## config.mk

```make
export PLATFORM = sky130hd
export DESIGN_NAME = nes_controller_port
export DESIGN_NICKNAME = d
export VERILOG_FILES = /design/src/rtl/nes_controller_port.sv
export SDC_FILE = /design/constraint.sdc
export NUM_CORES = 1
export LEC_CHECK = 0
export ABC_CLOCK_PERIOD_IN_PS = 3300
export BUFFER_PORTS_ARGS = -buffer_cell sky130_fd_sc_hd__buf_4
export CORE_UTILIZATION = 40
export DETAILED_ROUTE_END_ITERATION = 16
export GPL_TIMING_DRIVEN = 1
export PLACE_DENSITY = 0.74
export SKIP_LAST_GASP = 1
export SYNTH_ARGS = -nofsm -noshare
export SYNTH_HDL_FRONTEND = slang
export SYNTH_SLANG_ARGS = --single-unit
export TNS_END_PERCENT = 5
```

## constraint.sdc

```tcl
create_clock -name MCLK -period 3.3 [get_ports MCLK]
set_clock_uncertainty 0.2 [all_clocks]
set_input_delay 0.495 -clock MCLK [delete_from_list [all_inputs] [get_ports MCLK]]
set_output_delay 0.495 -clock MCLK [all_outputs]
set_load 0.01 [all_outputs]
```

## src/rtl/nes_controller_port.sv

```systemverilog
// -----------------------------------------------------------------------------
// nes_controller_port
//
// Emulates an NES standard controller behind the $4016/$4017 CPU registers,
// fed from a USB HID keycode supplied by the SOC. A keycode is mapped to one
// NES button and registered each MCLK cycle. A write to $4016 sets the strobe
// latch. While strobe is high, the shift register tracks the buttons. After
// strobe falls, each $4016 read returns the next button bit (A first) and
// shifts a 1 in behind it. $4017 (player 2) is reported as unconnected.
//
// Optional feature: define NES_CTRL_TURBO_EN to add turbo-A (HID 0x18 'U') and
// turbo-B (HID 0x0C 'I'). Each one reports a phase that toggles every
// TURBO_DIV vblank pulses. When the macro is undefined, no turbo logic exists.
//
// Parameters
//   TURBO_DIV    vblank pulses per turbo phase toggle (1..15)
//
// Ports
//   MCLK         in   system clock, rising edge
//   Reset_h      in   synchronous reset, active high
//   cpu_ce       in   one-cycle CPU bus strobe qualifying the bus fields
//   cpu_addr     in   CPU address [15:0]
//   cpu_rd       in   CPU read request
//   cpu_wr       in   CPU write request
//   cpu_din      in   CPU write data [7:0]
//   keycode      in   HID keycode, 0x00 = no key
//   vblank       in   one-cycle frame-start pulse
//   cpu_dout     out  read data for $4016/$4017
//   cpu_dout_en  out  cpu_dout is driving the CPU data bus
//   buttons      out  live buttons {Right,Left,Down,Up,Start,Select,B,A}
// -----------------------------------------------------------------------------
module nes_controller_port #(
   parameter int unsigned TURBO_DIV = 2
) (
   input  logic        MCLK,
   input  logic        Reset_h,
   input  logic        cpu_ce,
   input  logic [15:0] cpu_addr,
   input  logic        cpu_rd,
   input  logic        cpu_wr,
   input  logic [7:0]  cpu_din,
   input  logic [7:0]  keycode,
   input  logic        vblank,
   output logic [7:0]  cpu_dout,
   output logic        cpu_dout_en,
   output logic [7:0]  buttons
);

   localparam logic [15:0] ADDR_P1 = 16'h4016;
   localparam logic [15:0] ADDR_P2 = 16'h4017;
   localparam logic [3:0]  CNT_MAX = 4'd8;

   logic       rd_p1, wr_p1, rd_p2;
   logic [7:0] buttons_q, buttons_d;
   logic [7:0] shift_q,   shift_d;
   logic [3:0] count_q,   count_d;
   logic       strobe_q,  strobe_d;

   // Only bit 0 of a $4016 write has a function on this port.
   logic       unused_din;
   assign unused_din = ^cpu_din[7:1];

   assign rd_p1 = cpu_ce & cpu_rd & (cpu_addr == ADDR_P1);
   assign wr_p1 = cpu_ce & cpu_wr & (cpu_addr == ADDR_P1);
   assign rd_p2 = cpu_ce & cpu_rd & (cpu_addr == ADDR_P2);

`ifdef NES_CTRL_TURBO_EN
   localparam logic [3:0] TURBO_WRAP = 4'(TURBO_DIV - 1);

   logic [3:0] turbo_cnt_q,   turbo_cnt_d;
   logic       turbo_phase_q, turbo_phase_d;

   always_comb begin
      turbo_cnt_d   = turbo_cnt_q;
      turbo_phase_d = turbo_phase_q;
      if (vblank) begin
         if (turbo_cnt_q == TURBO_WRAP) begin
            turbo_cnt_d   = 4'd0;
            turbo_phase_d = ~turbo_phase_q;
         end else begin
            turbo_cnt_d = turbo_cnt_q + 4'd1;
         end
      end
   end

   // Reset has priority, so a vblank that arrives during reset is dropped.
   always_ff @(posedge MCLK) begin
      if (Reset_h) begin
         turbo_cnt_q   <= 4'd0;
         turbo_phase_q <= 1'b0;
      end else begin
         turbo_cnt_q   <= turbo_cnt_d;
         turbo_phase_q <= turbo_phase_d;
      end
   end
`else
   // The frame pulse only drives turbo timing.
   logic unused_vblank;
   assign unused_vblank = vblank;
`endif

   // Key map: one HID code lights one button bit; anything else is idle.
   // NOTE: every always_comb output gets a default before any branch, so no
   // path can leave it unassigned and infer a latch.
   always_comb begin
      buttons_d = 8'h00;
      case (keycode)
         8'h0D:   buttons_d = 8'h01;  // J     -> A
         8'h0E:   buttons_d = 8'h02;  // K     -> B
         8'h2C:   buttons_d = 8'h04;  // Space -> Select
         8'h28:   buttons_d = 8'h08;  // Enter -> Start
         8'h1A:   buttons_d = 8'h10;  // W     -> Up
         8'h16:   buttons_d = 8'h20;  // S     -> Down
         8'h04:   buttons_d = 8'h40;  // A     -> Left
         8'h07:   buttons_d = 8'h80;  // D     -> Right
`ifdef NES_CTRL_TURBO_EN
         8'h18:   buttons_d = {7'b0, turbo_phase_q};        // U -> turbo A
         8'h0C:   buttons_d = {6'b0, turbo_phase_q, 1'b0};  // I -> turbo B
`endif
         default: buttons_d = 8'h00;
      endcase
   end

   // Strobe latch, serial shifter and read counter.
   always_comb begin
      strobe_d = strobe_q;
      shift_d  = shift_q;
      count_d  = count_q;
      if (wr_p1) begin
         strobe_d = cpu_din[0];
      end
      if (strobe_q) begin
         // The shifter tracks the live buttons. The cycle that writes strobe
         // low still loads, so the sequence starts from the latest state.
         shift_d = buttons_q;
         count_d = 4'd0;
      end else if (rd_p1 && !wr_p1) begin
         // A write in the same bus cycle wins and suppresses the shift.
         shift_d = {1'b1, shift_q[7:1]};
         if (count_q != CNT_MAX) begin
            count_d = count_q + 4'd1;
         end
      end
   end

   // NOTE: state registers use non-blocking assignments, so every flop samples
   // the values from before the edge, regardless of statement order.
   always_ff @(posedge MCLK) begin
      if (Reset_h) begin
         buttons_q <= 8'h00;
         shift_q   <= 8'h00;
         count_q   <= 4'd0;
         strobe_q  <= 1'b0;
      end else begin
         buttons_q <= buttons_d;
         shift_q   <= shift_d;
         count_q   <= count_d;
         strobe_q  <= strobe_d;
      end
   end

   // Read data is combinational, in the same cycle as the strobe. The upper
   // bits mimic open-bus 0x40. While strobe is high, A is reported directly
   // from the live buttons.
   always_comb begin
      cpu_dout    = 8'h00;
      cpu_dout_en = 1'b0;
      if (!Reset_h) begin
         if (rd_p1) begin
            cpu_dout    = {3'b010, 4'b0000, (strobe_q ? buttons_q[0] : shift_q[0])};
            cpu_dout_en = 1'b1;
         end else if (rd_p2) begin
            cpu_dout    = 8'h40;
            cpu_dout_en = 1'b1;
         end
      end
   end

   assign buttons = buttons_q;

endmodule
```

==> results.py <==
metrics = {
    "status": {
        "status": "completed",
    },
    "final_layout": {
        "multiInputGateArea_um2": 505,
        "antenna_cells_inserted": 0,
        "finish.net_count": 181,
        "register_area_um2": 340,
        "flow.area_growth_from_synthesis_pct": 32.3,
        "drive_above_1_share_pct": 40.1,
        "filler_cell_count": 200,
        "final_core_util_pct": 56.3,
    },
    "clocking": {
        "cts_setup_buffers": 0,
        "cts_inserted_buffers": 3,
        "insertion_delay_to_the_later_sink_of_the_worst_skew_pair_ps": 290,
        "postCtsHoldBufs": 0,
        "cts_num_sinks": 17,
        "path_clk_slew_ps": 100,
        "post_cts_resize_count": 0,
        "h-tree-depth": 1,
        "clock_tree_from_tritoncts": "yes",
        "cts-root-buf": "sky130_fd_sc_hd__clkbuf_4",
        "clockBufferDepth": 2,
    },
    "floorplanning": {
        "floorplan.core_area_um2": 2210,
        "rows": 17,
        "floorplan.die_area_um2": 2550,
        "die_height_um": 50.5,
        "initial_core_util_pct": 42.6,
        "die_width_um": 50.5,
        "io_pins": 55,
    },
    "synthesis": {
        "synth_top_family_by_area": "simple AND/OR/NAND/NOR gates",
        "ys_ff_latch": 17,
        "synth_area_per_cell_um2": 8.97,
        "netlist_instances": 105,
        "synth_mux_area_share_pct": 1.06,
        "synth-compound-area-share_pct": 21.1,
        "yosysWarnings": 0,
        "yosys.area_share.simple_pct": 29.1,
        "yosysUniqueCellTypes": 29,
        "sequential_fraction_of_the_synthesis_area_pct": 36.1,
        "post_synth_xor_area_fraction_pct": 0,
        "syn-cell-area_um2": 942,
        "synth-adder-area-share_pct": 0,
    },
    "place": {
        "placement.io_buffers": 40,
        "gp_congestion": 0.702,
        "post-dp-hpwl_mm": 1.64,
    },
    "detailed_routing": {
        "ant_nets": 0,
        "drt_iter0_drc": 9,
        "drt-total-wl_mm": 2.12,
        "detail_route.vias_per_cell": 5.28,
        "detailroute.via_count": 897,
        "detailedRoute.firstPassIterationCount": 4,
        "routed_wire_length_per_instance_um": 12.5,
        "drcViolationCount": 0,
    },
    "setup_path": {
        "library_cell_contributing_the_largest_single_delay_on_the_critical_path": "sky130_fd_sc_hd__nand4_1",
        "critical-path-top-delay-family": "simple AND/OR/NAND/NOR gates",
        "cp.buffers_inverters": 2,
        "setup.worst_path.end_class": "output pin",
        "path_cells": "buf_4 > nor4_1 > nand4_1 > nor4_1 > buf_4",
        "critical_path.max_stage_delay_ps": 380,
        "path_max_fanout": 10,
        "worst-endpoint-required_ps": 2600,
        "worst-endpoint-arrival_ps": 1870,
        "critPathKind": "in -> out",
        "critPathLaunchType": "primary input",
    },
    "power": {
        "share_seq_of_total_power_pct": 56.4,
        "power.density_nw_per_um2": 292,
        "p_clk_share_pct": 29.6,
        "share_comb_of_total_power_pct": 14.1,
        "power_report.internal_total_uw": 278,
        "leakage_nw": 0.449,
        "vdd_ir_drop_max_mv": 0.191,
        "power_switching_uw": 86.7,
        "p_sw_share_pct": 23.8,
    },
    "global_route": {
        "grt_max_degree": 19,
        "grt_pass1_vias": 827,
        "antenna_found_initial": 0,
        "globalRouteTotalUtil_pct": 17.2,
        "global_route.overflow_total": 0,
        "global_route_wire_length_before_repair_mm": 3.42,
    },
    "timing": {
        "part_of_the_cycle_the_worst_path_needs_pct": 77.7,
        "pins_over_slew_limit": 0,
        "report.final.setup_viol": 0,
        "max_clock_freq_ghz": 0.390,
        "final-hold-violation-count": 0,
        "fin_crit_ps": 2560,
        "setup_repair_after_global_routing_missed_its_margin": "no",
        "fin_tns_setup_ps": 0,
    },
    "run": {
        "maxCapViolations": 0,
    },
    "worst_hold_path": {
        "min-delay-path-class": "in -> reg",
    },
}
==> path summary, 6_finish.rpt <==
| check | startpoint | to | slack, ps | cells past startpoint |
|---|---|---|---|---|
| setup / recovery | cpu_addr[0] | cpu_dout[0] | 740 | 5 |
| setup reg to reg | strobe_q$_SDFFE_PP0P_ | shift_q[6]$_SDFFE_PP0P_ | 2110 | 3 |
| hold reg to reg | buttons[5]$_SDFF_PP0_ | shift_q[5]$_SDFFE_PP0P_ | 280 | 2 |
| hold / removal | keycode[0] | buttons[1]$_SDFF_PP0_ | 200 | 2 |
==> layout make-up <==
type | instances | share of cell area [%]
Clock buffer | 3 | 1.81
Clock inverter | 1 | 0.402
Inverter | 8 | 2.41
Multi-Input combinational cell | 72 | 40.6
Sequential cell | 17 | 27.3
Tap cell | 28 | 2.81
Timing Repair Buffer | 41 | 24.7
==> power by group through the flow <==
stage | Sequential, mW | Clock (mW) | Combinational [mW]
final | 0.205 | 0.108 | 0.0512
after global routing | 0.205 | 0.120 | 0.0557
after CTS | 0.205 | 0.111 | 0.0509
after detailed placement | 0.210 | 0 | 0.0510
after global placement | 0.210 | 0 | 0.0496
after floorplan | 0.210 | 0 | 0.0216
==> synthesized netlist by cell type, drive strengths merged <==
cell type	n	area, um^2
a21oi	9	45.0
a221oi	7	105
and4	1	8.76
and4bb	2	25.0
buf	11	76.3
clkbuf	2	8.75
conb	1	3.75
dfxtp	17	340
inv	8	30.0
mux2i	1	10.0
nand2	4	17.5
nand2b	1	6.26
nand3	1	5.00
nand3b	1	7.51
nand4	3	18.8
nand4b	2	17.5
nor2	6	22.5
nor3	1	5.00
nor3b	10	75.1
nor4	7	58.8
o21ai	8	40.0
o31a	1	8.76
or2	1	6.26
==> flip-flops by register name, summed over array words and instances, names as in the netlist <==
register / flops
strobe_q: 1
buttons: 8
shift_q: 8
==> per-layer routing <==
metal | wire length (um) | GRT usage, % | vias up
li1 | - | - | 447
met4 | 15 | 5.56 | 0
met1 | 896 | 21.6 | 414
met5 | 0 | 0 | -
met3 | 75 | 1.82 | 4
met2 | 1130 | 30.2 | 32
==> stage by stage <==
step / worst slack [ps] / hold slack (ps) / cells / area (um^2) / total power [mW]
floorplan: 1050 / 241 / 110 / 961 / 0.232
global placement: 748 / 252 / 166 / 1220 / 0.260
detailed placement: 779 / 266 / 166 / 1220 / 0.261
CTS: 756 / 192 / 170 / 1250 / 0.367
global route: 630 / 197 / 170 / 1250 / 0.381
finish: 736 / 198 / 170 / 1250 / 0.364
==> cells in the final DEF (no fill, tap or decap) <==
cell                       count
sky130_fd_sc_hd__buf_4        41
sky130_fd_sc_hd__dfxtp_1      17
sky130_fd_sc_hd__nor3b_1      10
sky130_fd_sc_hd__a21oi_1       9
sky130_fd_sc_hd__inv_1         8
sky130_fd_sc_hd__o21ai_0       8
sky130_fd_sc_hd__a221oi_2      7
sky130_fd_sc_hd__nor4_1        6
sky130_fd_sc_hd__nor2_1        6
sky130_fd_sc_hd__conb_1        6
sky130_fd_sc_hd__nand4_1       3
sky130_fd_sc_hd__nand2_1       3
sky130_fd_sc_hd__clkbuf_4      3
sky130_fd_sc_hd__and4bb_2      2
sky130_fd_sc_hd__nand4b_1      2
sky130_fd_sc_hd__nor4_4        1
sky130_fd_sc_hd__nand2_2       1
sky130_fd_sc_hd__mux2i_1       1
sky130_fd_sc_hd__or2_2         1
sky130_fd_sc_hd__and4_1        1
sky130_fd_sc_hd__nand3b_1      1
sky130_fd_sc_hd__nand2b_1      1
sky130_fd_sc_hd__nand3_1       1
sky130_fd_sc_hd__nor3_1        1
sky130_fd_sc_hd__o31a_1        1
sky130_fd_sc_hd__clkinv_2      1
==> logic make-up after synthesis <==
logic type,Yosys count
buffers and inverters,21
DFF,17
muxes,1
and+or+nand+nor,40
other,1
AOI/OAI and AO/OA,25
Power figures use the tool's default switching activity.
